[config.mk]
export PLATFORM = sky130hd
export DESIGN_NAME = bg_estimator
export DESIGN_NICKNAME = d
export VERILOG_FILES = /design/src/rtl/bg_estimator.sv
export SDC_FILE = /design/constraint.sdc
export NUM_CORES = 1
export LEC_CHECK = 0
export ABC_AREA = 1
export CAP_MARGIN = 5
export CORE_MARGIN = 2
export CORE_UTILIZATION = 60
export DETAILED_ROUTE_END_ITERATION = 10
export PLACE_DENSITY = 0.88
export SLEW_MARGIN = 25
export SYNTH_ARGS = -nofsm -noshare
export SYNTH_HDL_FRONTEND = slang
export SYNTH_SLANG_ARGS = --single-unit
export TNS_END_PERCENT = 50
[constraint.sdc]
create_clock -name Clk -period 4.3 [get_ports Clk]
set_input_delay 0.43 -clock Clk [delete_from_list [all_inputs] [get_ports Clk]]
set_output_delay 0.43 -clock Clk [all_outputs]
set_load 0.01 [all_outputs]
[src/rtl/bg_estimator.sv]
`default_nettype none
// ============================================================================
// Module  : bg_estimator
// Brief   : Averages n reference RGB samples per channel (floor) to produce the
//           expected-background values consumed by the pe stage.
// Revision: 1.0 - initial release
// ============================================================================
module bg_estimator #(
    parameter int PIX_W = 8,
    parameter int ACC_W = 16
) (
    input  logic             Clk,
    input  logic             Reset,
    input  logic             Start,
    input  logic             Ack,
    input  logic [7:0]       n_samples,
    input  logic             pix_valid,
    output logic             pix_ready,
    input  logic [PIX_W-1:0] red_in,
    input  logic [PIX_W-1:0] green_in,
    input  logic [PIX_W-1:0] blue_in,
    output logic [PIX_W-1:0] red_exp,
    output logic [PIX_W-1:0] green_exp,
    output logic [PIX_W-1:0] blue_exp,
    output logic             Qi,
    output logic             Qacc,
    output logic             Qdiv,
    output logic             Qd
);

    localparam int c_NCH  = 3;
    localparam int c_BC_W = $clog2(ACC_W);
    localparam logic [c_BC_W-1:0] c_BIT_LAST = c_BC_W'(ACC_W - 1);

    typedef enum logic [1:0] {
        S_INIT = 2'd0,
        S_ACC  = 2'd1,
        S_DIV  = 2'd2,
        S_DONE = 2'd3
    } state_t;

    state_t r_state;
    state_t w_state_next;

    logic [PIX_W-1:0]  w_pix      [c_NCH];
    logic [ACC_W-1:0]  r_acc      [c_NCH];
    logic [ACC_W-1:0]  r_rem      [c_NCH];
    logic [ACC_W-1:0]  w_acc_sum  [c_NCH];
    logic [ACC_W-1:0]  w_q_next   [c_NCH];
    logic [ACC_W-1:0]  w_rem_next [c_NCH];
    logic [PIX_W-1:0]  r_exp      [c_NCH];
    logic [7:0]        r_n;
    logic [7:0]        r_cnt;
    logic [7:0]        w_cnt_inc;
    logic [c_BC_W-1:0] r_bit_cnt;
    logic [ACC_W-1:0]  w_divisor;
    logic              w_start_ok;
    logic              w_last_sample;
    logic              w_div_last;

    assign w_pix[0] = red_in;
    assign w_pix[1] = green_in;
    assign w_pix[2] = blue_in;

    assign w_divisor     = ACC_W'(r_n);
    assign w_cnt_inc     = r_cnt + 8'd1;
    assign w_start_ok    = Start && (n_samples != 8'd0);
    assign w_last_sample = (r_state == S_ACC) && pix_valid && (w_cnt_inc == r_n);
    assign w_div_last    = (r_state == S_DIV) && (r_bit_cnt == c_BIT_LAST);

    // The accumulator doubles as the dividend/quotient shift register during DIV.
    generate
        for (genvar ch = 0; ch < c_NCH; ch++) begin : g_ch
            logic [ACC_W:0] w_trial;
            logic           w_qbit;
            assign w_trial        = {r_rem[ch], r_acc[ch][ACC_W-1]};
            assign w_qbit         = (w_trial >= {1'b0, w_divisor});
            assign w_rem_next[ch] = w_qbit ? ACC_W'(w_trial - {1'b0, w_divisor})
                                           : w_trial[ACC_W-1:0];
            assign w_q_next[ch]   = {r_acc[ch][ACC_W-2:0], w_qbit};
            assign w_acc_sum[ch]  = r_acc[ch] + ACC_W'(w_pix[ch]);
        end
    endgenerate

    always_ff @(posedge Clk) begin
        if (Reset) r_state <= S_INIT;
        else       r_state <= w_state_next;
    end

    always_comb begin
        w_state_next = r_state;
        Qi           = 1'b0;
        Qacc         = 1'b0;
        Qdiv         = 1'b0;
        Qd           = 1'b0;
        case (r_state)
            S_INIT: begin
                Qi = 1'b1;
                if (w_start_ok) w_state_next = S_ACC;
            end
            S_ACC: begin
                Qacc = 1'b1;
                if (w_last_sample) w_state_next = S_DIV;
            end
            S_DIV: begin
                Qdiv = 1'b1;
                if (w_div_last) w_state_next = S_DONE;
            end
            default: begin
                Qd = 1'b1;
                if (Ack) w_state_next = S_INIT;
            end
        endcase
    end

    always_ff @(posedge Clk) begin
        if (Reset) begin
            r_n       <= '0;
            r_cnt     <= '0;
            r_bit_cnt <= '0;
            for (int ch = 0; ch < c_NCH; ch++) begin
                r_acc[ch] <= '0;
                r_rem[ch] <= '0;
                r_exp[ch] <= '0;
            end
        end else begin
            case (r_state)
                S_INIT: begin
                    if (w_start_ok) begin
                        r_n       <= n_samples;
                        r_cnt     <= '0;
                        r_bit_cnt <= '0;
                        for (int ch = 0; ch < c_NCH; ch++) begin
                            r_acc[ch] <= '0;
                            r_rem[ch] <= '0;
                        end
                    end
                end
                S_ACC: begin
                    if (pix_valid) begin
                        r_cnt <= w_cnt_inc;
                        for (int ch = 0; ch < c_NCH; ch++) r_acc[ch] <= w_acc_sum[ch];
                    end
                end
                S_DIV: begin
                    r_bit_cnt <= r_bit_cnt + c_BC_W'(1);
                    for (int ch = 0; ch < c_NCH; ch++) begin
                        r_acc[ch] <= w_q_next[ch];
                        r_rem[ch] <= w_rem_next[ch];
                        if (w_div_last) r_exp[ch] <= w_q_next[ch][PIX_W-1:0];
                    end
                end
                default: ;
            endcase
        end
    end

    assign pix_ready = Qacc;
    assign red_exp   = r_exp[0];
    assign green_exp = r_exp[1];
    assign blue_exp  = r_exp[2];

endmodule
`default_nettype wire

# After elaboration in Yosys (flattened, before gate mapping)
# Memory sizes are Yosys's and may differ from the RTL's.
# Cells that the tools add are included.
# Widths: inputs -> output; s select.
# word_totals
reg_bits	22
latchBits	0
ramBits	120
rom_bits	0
in_bits	37
output_inout_bits	29
elab_cells	109
n_memories	3
# memory_table
name	words	word_bits	rd	rd_ports_with_merged_regs	wr	line_no	rtl
r_acc	3	16	3	0	3	46	logic [ACC_W-1:0] r_acc [c_NCH];
r_rem	3	16	3	0	3	47	logic [ACC_W-1:0] r_rem [c_NCH];
r_exp	3	8	3	0	3	51	logic [PIX_W-1:0] r_exp [c_NCH];
# classes
n_addsub	8
mul	0
div	0
magnitude_cmp	3
eq_ne	8
shifts	0
mux	51
n_bitwise	18
reduce_logical	14
# op_table
cell	n
$mux 16	18
$ge 17x8->1	3
$add 16x8->16	3
$sub 16x8->16	3
$mux 8	5
$mux 1	20
$or 1x1->1	18
$pmux 8 s2	1
$add 8x1->8 const B	1
$eq 8x8->1	1
$mux 2	4
$ne 2x2->1 const B	4
$pmux 4 s2	1
$reduce_bool 8->1	1
$pmux 2 s3	1
$add 4x1->4 const B	1
$eq 4x4->1 const B	1
$logic_and 1x1->1	4
$mux 4	1
$reduce_and 2->1	2
$reduce_and 4->1	1
$reduce_bool 2->1	2
$reduce_bool 4->1	1
$reduce_and 3->1	1
other kinds (4)	4

# Depth between registers and ports, before layout
# Gate-level depths: netlist of run 1.
# depth
ltp_word	9
ltp_mapped	16
depth_no_buf	15

# Least setup slack after synthesis of run 1
# OpenSTA, ideal clock, no wires.
# synth_timing
kind	input port to flip-flop
start	input port n_samples[0]
end	memory r_acc[0][0] (enable)
setup_ps	706
arrival_ps	2400
required_ps	3594
path_slack_ps	1193
cell_stages	6
path_buffers	2
path_cell_list	nor4_1 > nand2_1 > nand3_1 > clkbuf_1 > buf_2 > nand3_1
# synth_lines
element	line_no	rtl
from (decl)	16	input logic [7:0] n_samples,
to (decl)	46	

==> metrics.cfg, run 1 <==
[outcome]
status=complete, no violations

[routing]
finalWirelength_mm=22.6
first_iter_violations=746
wire_per_inst_um=15.6
first_pass_iters=7
ant_nets=0
route.vias.total=8363
avgViaCountPerCell=5.76
drc=0

[finish]
nets=1324
final.fill_count=1130
final_util=0.711
drive_gt1_frac=0.0597
regArea_sq_um=4040
syn2layout_area_growth_pct=14.9
multi_input_area_sq_um=4700
diodes=0

[sta]
skew_ns=0.00729
fin_crit_sh=0.603
rsz0062_at_grt=no
worst_slew_pin_slew_ns=0.898
setup_slack_ns=1.71
hold_viol=0
setup_violations=0
slew_headroom=0.401
drv_slew=0
clock.fmax_ghz=0.386
period_needed_ns=2.59
setup_tns_ns=0

[yosys]
ys.warnings.count=0
synth_nets=1261
synthTopCellsByArea=edfxtp_1 (38%), nand2_1 (9.6%), ha_1 (7.1%), inv_1 (5.8%), nor2_1 (5.7%)
async_reset_ff_frac=0
synth_cell_types=51
synth_area_sq_um=9470
syn_avg_cell_area_sq_um=8.13
yosysMostFrequentCell=nand2_1
synth_top_cell_by_area=edfxtp_1
synth.top_cells.by_count=nand2_1 (241), inv_1 (147), nor2_1 (145)
synth_top_flop_cell=edfxtp_1
yosysTopAreaCellShare=0.381
yosysSeqAreaShare=0.427
syn_inst=1164
synth_edf_count=120
synth_seq_cells=142

[clock_network]
clock_sinks=142
numCtsBuffers=17
ctsHoldBuffers=0
insertion_delay_ns=0.44
cts_resized=0
ctsHtreeMaxLevel=4
clkTransAtPathRegs_ns=0.06
clk_path_buf_depth=2
ctsRootBufferMaster=clkbuf_16
cts_tree=yes
post_cts_buffers=0

[floorplanning]
rows=45
die_y_um=130
initial_core_util=0.618
ios=66
die-area_sq_um=16800
core_sq_um=15300
fp.dieW_um=130

[power]
power_mw=8.03
powerDensity_nw_per_um2=738
ir_drop_mv=0.381
p_leak_nw=4.68

[global_route]
grt_use_total=0.282
grt-ovfl-total=0
antenna_found_initial=0
grt_max_degree=57
grt_pass1_wl_mm=37.3
grt_pass1_vias=8087

[worst_setup_path]
crit_fanout=23
crit_buf_inv=2
crit_type=flop to flop
critPathArrivalTime_ns=2.79
crit_family=simple AND/OR/NAND/NOR gates
crit_chain=inv_1 > ha_1 > nand3_1 > nand2_1 > nand2_2 > o21bai_4 > nand3_2 > nand3_2 > inv_1 > nor2_1 > nand2_1 > nand2_1 > nor2_1
crit_required_ns=4.49
cp_slowest_cell=dfxtp_1
start_kind=flop
endpoint_kind=flop
ff2ff_path_depth=13
crit_path_max_incr_delay_ns=0.45
cp.depth=13
path_common_cell=nand2_1

[placement]
io_buffers=65
dp_slack_ns=1.39
routabilityCongestion=0.967
place_hpwl_mm=15.4

[run]
maxCapViolations=0

[hold_path]
hold_path.class=flop to flop
hold_depth=2

-- where the power goes --
group | internal [mW] | switching (mW) | total (mW)
logic | 1.49 | 2.62 | 4.11
clock network | 0.862 | 0.625 | 1.49
registers | 2.05 | 0.379 | 2.43
-- tightest hold or removal path, delay by kind of cell (launching register included) --
family,cells,cell delay (ns)
AOI/OAI and AO/OA,1,0.06
DFF,1,0.32
and+or+nand+nor,1,0.06
-- worst paths after layout --
kind / slack (ns) / start / end
worst min register to register: 0.49 / r_bit_cnt[1] / r_bit_cnt[1]
worst max register to register: 1.71 / r_n[1] / r_rem[0][27]
worst min-delay path: 0.49 / r_bit_cnt[1] / r_bit_cnt[1]
worst max-delay path: 1.71 / r_n[1] / r_rem[0][27]
-- state kept, by name, summed over array words and instances (netlist names) --
name and cells:
r_bit_cnt 4, r_exp 24, r_state 2, r_rem 48, r_n 8, r_cnt 8
r_acc 48
-- through the flow --
step           instances  cell area, sq um  hold WS (ns)
3_5_place_dp        1419             10300         0.489
5_1_grt             1451             10900         0.516
2_1_floorplan       1164              9470         0.457
6_report            1451             10900         0.494
4_1_cts             1451             10900         0.498
3_3_place_gp        1419             10300         0.472
-- layer usage --
metal	share of wire	vias to the layer above	track usage
met5	0	-	0
met4	0.039	0	0.140
met3	0.075	70	0.0491
met2	0.47	360	0.459
met1	0.42	3853	0.364
li1	-	4080	-
-- cell usage in the layout (no fill, tap or decap), types with 12 or more instances in the layout --
cell,n
xor2_1,26
o21ai_0,67
inv_1,146
nand2_1,240
nand3_1,63
a21oi_1,84
nor2_1,144
clkdlybuf4s50_1,65
xnor2_1,19
clkbuf_16,17
ha_1,54
nand4_1,18
edfxtp_1,120
o21ai_1,12
dfxtp_1,22
o22ai_1,26
-- cell families (layout without fill, tap and decap cells) --
logic type                 after synthesis  after routing  synth area share
DFF                                    142            142             0.427
adders and majority gates               60             60            0.0840
AOI/OAI and AO/OA                      229            229             0.138
xor gates and xnor gates                46             46            0.0440
and+or+nand+nor                        506            506             0.230
buffers and inverters                  181            257            0.0777
-- cell type report --
type / instances / share of cell area
timing repair buffer: 73 / 0.0653
clock inverter: 15 / 0.0151
tap: 211 / 0.0243
inverter: 152 / 0.0527
clock buffer: 17 / 0.0391
sequential: 142 / 0.372
multi-input combinational: 841 / 0.432
Note: power is estimated with default switching activity, not from simulation.
==> inputs of run 2 (changes only) <==
--- a/config.mk
+++ b/config.mk
@@ -8,9 +8,9 @@
 export ABC_AREA = 1
 export CAP_MARGIN = 5
 export CORE_MARGIN = 2
-export CORE_UTILIZATION = 60
+export CORE_UTILIZATION = 54
 export DETAILED_ROUTE_END_ITERATION = 10
-export PLACE_DENSITY = 0.88
+export PLACE_DENSITY = 0.84
 export SLEW_MARGIN = 25
 export SYNTH_ARGS = -nofsm -noshare
 export SYNTH_HDL_FRONTEND = slang
==> constraint.sdc (replaced) <==
create_clock -name Clk -period 2.1 [get_ports Clk]
set_input_delay 0.21 -clock Clk [delete_from_list [all_inputs] [get_ports Clk]]
set_output_delay 0.21 -clock Clk [all_outputs]
set_load 0.01 [all_outputs]
==> metrics.cfg, run 2 (synthesis results as in run 1) <==
[outcome]
status=finished with violations
violations=negative setup slack

[finish]
nets=1452  ; +9.7%
diodes=0  ; unchanged
final.fill_count=1107  ; -2.0%
final_cells=1593  ; +9.8%
reg.largest.list=r_acc x48, r_rem x48, r_exp x24
regArea_sq_um=4060  ; +0.28%
syn2layout_area_growth_pct=32.1
finalInstanceArea_sq_um=12500  ; +15%
layout_common_cells=nand2_1 (234), nor2_1 (137), inv_1 (135)
multi_input_area_sq_um=5190  ; +10%
drive_gt1_frac=0.212  ; +0.152
layout_commonest_cell=nand2_1

[sta]
rsz0062_at_grt=yes
slew_headroom=0.487  ; +0.0867
fin_hold_ws_ns=0.462  ; -0.0323 ns
skew_ns=0.00915  ; +0.00186 ns
period_needed_ns=2.24  ; -0.353 ns
clock.fmax_ghz=0.446  ; +16%
setup_violations=14  ; +14
setup_tns_ns=-0.449  ; -0.449 ns
worst_slew_pin_slew_ns=0.768  ; -0.130 ns
drv_slew=0  ; unchanged
fin_crit_sh=1.07  ; +0.464
hold_viol=0  ; unchanged
setup_slack_ns=-0.140  ; -1.85 ns

[routing]
drc=0  ; unchanged
avgViaCountPerCell=5.80  ; +0.57%
first_iter_violations=904  ; +21%
first_pass_iters=8  ; +1
route.vias.total=9234  ; +10%
finalWirelength_mm=27.0  ; +20%
wire_per_inst_um=16.9  ; +8.9%
ant_nets=0  ; unchanged

[worst_setup_path]
crit_path_start=r_rem[0][1]
start_kind=flop
crit_type=flop to flop
critPathArrivalTime_ns=2.41  ; -0.38 ns
endpoint_kind=flop
crit_required_ns=2.27  ; -2.22 ns
ff2ff_path_depth=10  ; -3
crit_fanout=12  ; -48%
rr_startpoint=r_rem[0][1]

[power]
ir_drop_mv=0.895  ; +130%
powerDensity_nw_per_um2=1600  ; +120%
p_leak_nw=5.37  ; +15%

[placement]
place_hpwl_mm=16.9  ; +9.5%
post_dp_cell_area_sq_um=11300  ; +9.5%
io_buffers=65  ; unchanged
dp_slack_ns=-0.508  ; -1.89 ns
dp.cells=1546  ; +8.9%
routabilityCongestion=0.918  ; -5.1%

[hold_path]
hp-start=n_samples[4]
hold_path.class=input port to flop
hold_depth=3  ; +1

[floorplanning]
initial_core_util=0.549  ; -0.0689
core_sq_um=17200  ; +13%
ios=66  ; unchanged
fp.dieW_um=136  ; +5.2%
rows=48  ; +6.7%
die_y_um=136  ; +5.2%
die-area_sq_um=18600  ; +11%

[global_route]
grt_use_total=0.274  ; -0.00768
antenna_found_initial=0  ; unchanged
grt_max_degree=49  ; -14%
grt_pass1_wl_mm=40.2  ; +7.9%
grt_pass1_vias=8658  ; +7.1%
grt-ovfl-total=0  ; unchanged

[clock_network]
cts_tree=yes
clk_path_buf_depth=2  ; unchanged
ctsRootBufferMaster=clkbuf_16
numCtsBuffers=17  ; unchanged
clock_sinks=142  ; unchanged
insertion_delay_ns=0.44  ; about the same
ctsHtreeMaxLevel=4  ; unchanged
clkTransAtPathRegs_ns=0.07  ; about the same

[run]
maxCapViolations=0  ; unchanged

run 2: where the power goes:
part / switching [mW] / internal [mW] / leakage, nW
combinational: 6.47 / 5.27 / 3.60
clock: 1.30 / 1.88 / 0.287
sequential: 0.880 / 4.22 / 1.49
run 2: layer usage:
| layer | track usage | wire length [um] | up-vias |
|---|---|---|---|
| li1 | - | - | 4345 |
| met1 | 0.335 | 10500 | 4273 |
| met2 | 0.475 | 13500 | 502 |
| met3 | 0.0488 | 1890 | 114 |
| met4 | 0.117 | 1090 | 0 |
| met5 | 0 | 0 | - |
run 2: cell type report:
class                   instances  share of cell area
repair buffers                201               0.142
multi-input cells             841               0.415
flip-flops and latches        142               0.324
inverters                     152              0.0476
well taps                     225              0.0225
clock buffers                  17              0.0340
clock inverters                15              0.0147
run 2: repair_timing:
| item | CTS | global route |
|---|---|---|
| setup endpoints to repair | 57 | 78 |
| pin swaps | 2 | 13 |
| hold buffers | 0 | 0 |
| gates resized for setup | 29 | 102 |
| setup buffers | 2 | 13 |
run 2: final timing paths:
check	endpoint	slack, ns
worst min-delay path	r_n[4]	0.46
worst min register to register	r_cnt[5]	0.49
worst max-delay path	r_rem[0][0]	-0.14
worst max register to register	r_rem[0][0]	-0.14
run 2: critical path, cell delays in order, from the launching register on:
cell and delay, ns:
edfxtp_1 0.47, ha_4 0.34, buf_4 0.12, nand3_1 0.10, nor4_2 0.18, nand3b_1 0.15
nand2_2 0.12, nor2_4 0.06, buf_12 0.14, o21ai_0 0.20, a21oi_1 0.09
run 2: stage by stage:
| step | util | total power [mW] |
|---|---|---|
| global placement | 0.654 | 14.7 |
| floorplan | - | 11.3 |
| CTS | 0.696 | 18.6 |
| finish | 0.726 | 20.0 |
| global route | 0.726 | 21.3 |
| detailed placement | 0.654 | 15.0 |
==> inputs of run 3 (changes only) <==
--- a/config.mk
+++ b/config.mk
@@ -7,7 +7,7 @@
 export LEC_CHECK = 0
 export ABC_AREA = 1
 export CAP_MARGIN = 5
-export CORE_MARGIN = 2
+export CORE_MARGIN = 1.5
 export CORE_UTILIZATION = 54
 export DETAILED_ROUTE_END_ITERATION = 10
 export PLACE_DENSITY = 0.84
==> metrics.cfg, run 3 (synthesis results as in run 1) <==
[sta]
worst_slew_pin_slew_ns=0.534  ; -0.234 ns
fin_crit_sh=1.07  ; +0.00220
rsz0062_at_grt=yes
clock.fmax_ghz=0.445  ; -0.21%
skew_ns=0.0121  ; +0.00299 ns
period_needed_ns=2.24  ; +0.00462 ns
hold_viol=0  ; unchanged
drv_slew=0  ; unchanged
fin_hold_ws_ns=0.457  ; -0.00483 ns
setup_violations=20  ; +6
slew_headroom=0.644  ; +0.156
setup_slack_ns=-0.145  ; -0.00462 ns

[global_route]
grt_pass1_wl_mm=40.8  ; +1.5%
grt_max_degree=57  ; +16%
grt_use_total=0.281  ; +0.00752
grt-ovfl-total=0  ; unchanged
grt_pass1_vias=8830  ; +2.0%
antenna_found_initial=0  ; unchanged

[clock_network]
ctsHoldBuffers=0  ; unchanged
clock_sinks=142  ; unchanged
insertion_delay_ns=0.44  ; about the same
ctsRootBufferMaster=clkbuf_16
numCtsBuffers=17  ; unchanged
clk_path_buf_depth=2  ; unchanged
ctsHtreeMaxLevel=4  ; unchanged
clkTransAtPathRegs_ns=0.07  ; about the same
cts_tree=yes

[worst_setup_path]
endpoint_kind=flop
start_kind=flop
crit_required_ns=2.29  ; +0.02 ns
crit_fanout=5  ; -7
crit_type=flop to flop
critPathArrivalTime_ns=2.43  ; +0.02 ns

[routing]
wire_per_inst_um=17.5  ; +3.0%
first_pass_iters=6  ; -2
avgViaCountPerCell=5.86  ; +1.1%
first_iter_violations=1084  ; +20%
route.vias.total=9304  ; +0.76%
drc=0  ; unchanged
ant_nets=0  ; unchanged
finalWirelength_mm=27.7  ; +2.7%

[finish]
reg.largest.list=r_acc x48, r_rem x48, r_exp x24
multi_input_area_sq_um=5360  ; +3.2%
final.fill_count=1077  ; -2.7%
diodes=0  ; unchanged
drive_gt1_frac=0.224  ; +0.0118
regArea_sq_um=4050  ; -0.15%
layout_common_cells=nand2_1 (228), inv_1 (136), nor2_1 (136)
nets=1447  ; -0.34%
syn2layout_area_growth_pct=33.0
layout_commonest_cell=nand2_1

[placement]
io_buffers=65  ; unchanged
routabilityCongestion=0.941  ; +2.5%
dp_slack_ns=-0.543  ; -0.0345 ns
place_hpwl_mm=16.8  ; -0.42%

[hold_path]
hold_path.class=input port to flop

[power]
internal_power_mw=11.2  ; -1.2%
powerDensity_nw_per_um2=1610  ; +0.75%
sequentialPowerShare=0.252  ; -0.003
p_leak_nw=5.34  ; -0.53%
p_sw_mw=9.06  ; +4.8%
pwr-share-comb=0.603  ; +0.017
ir_drop_mv=0.900  ; +0.55%
switching_share=0.447  ; +0.0143
clockPowerShare=0.145  ; -0.014

[floorplanning]
die-area_sq_um=18300  ; -1.5%
fp.dieW_um=135  ; -0.73%
core_sq_um=17200  ; unchanged
ios=66  ; unchanged
rows=48  ; unchanged
initial_core_util=0.549  ; unchanged
die_y_um=135  ; -0.73%

[run]
maxCapViolations=0  ; unchanged

[outcome]
status=finished with violations
violations=negative setup slack

==> run 3: changes by cell type in the layout (fill, tap and decap cells not counted), moves of 3 or more <==
cell,change
ha_4,+3
dfxtp_1,+3
o21ai_0,-7
o21ai_2,+4
o21ai_4,+3
buf_4,-6
ha_1,-4
nand2_2,+5
nand2_1,-6
nand3_1,-3
==> run 3: path summary, 6_finish.rpt <==
kind                 from           to  slack (ns)  cells past startpoint
max                r_n[3]  r_rem[0][4]       -0.14                     11
min          n_samples[0]       r_n[0]        0.46                      3
max reg2reg        r_n[3]  r_rem[0][4]       -0.14                     11
min reg2reg      r_cnt[5]     r_cnt[5]        0.49                      2
==> run 3: per-stage QoR <==
step / instance area [sq um] / power, mW / instances / setup TNS [ns] / util
finish: 12600 / 20.3 / 1588 / -1.46 / 0.730
global route: 12600 / 21.5 / 1588 / -3.35 / 0.730
CTS: 11900 / 18.3 / 1575 / -0.146 / 0.692
detailed placement: 11200 / 14.9 / 1539 / -10.30 / 0.649
global placement: 11200 / 14.5 / 1539 / -6.03 / 0.649
floorplan: 9490 / 11.3 / 1164 / -5.07 / -
==> run 3: what timing repair did <==
item	in CTS	in global routing
setup buffers	4	12
pin swaps	6	26
cloned	0	1
setup endpoints to repair	59	78
resized for setup	41	131
==> run 3: layer usage <==
metal / share of wire / up-vias / wire length, um / track usage
li1: - / 4338 / - / -
met1: 0.38 / 4369 / 10600 / 0.338
met2: 0.51 / 494 / 14200 / 0.498
met3: 0.067 / 103 / 1870 / 0.0408
met4: 0.039 / 0 / 1070 / 0.129
met5: 0 / - / 0 / 0
==> run 3: worst max-delay path, cell delays in order (launching register included) <==
cell and delay [ns]:
dfxtp_1 0.38, inv_4 0.10, ha_4 0.29, inv_1 0.07
nor4_2 0.35, nand3b_1 0.17, nand2_2 0.13, nor2_4 0.06
buf_12 0.13, buf_12 0.13, o21ai_1 0.14, nor2_1 0.06
==> run 3: power by group through the flow <==
stage          registers [mW]  clock network (mW)  logic (mW)
3_3_place_gp             4.91                   0        9.57
6_report                 5.12                2.95        12.2
5_1_grt                  5.20                3.04        13.2
2_1_floorplan            4.76                   0        6.58
3_5_place_dp             4.95                   0        9.92
4_1_cts                  4.96                2.95        10.4
==> run 3: final cells by class <==
cell class / instances / share of cell area
clock buffer: 18 / 0.0341
inverter: 152 / 0.0473
sequential: 142 / 0.322
multi-input combinational: 841 / 0.426
timing repair buffer: 196 / 0.139
tap: 225 / 0.0224
clock inverter: 14 / 0.0105
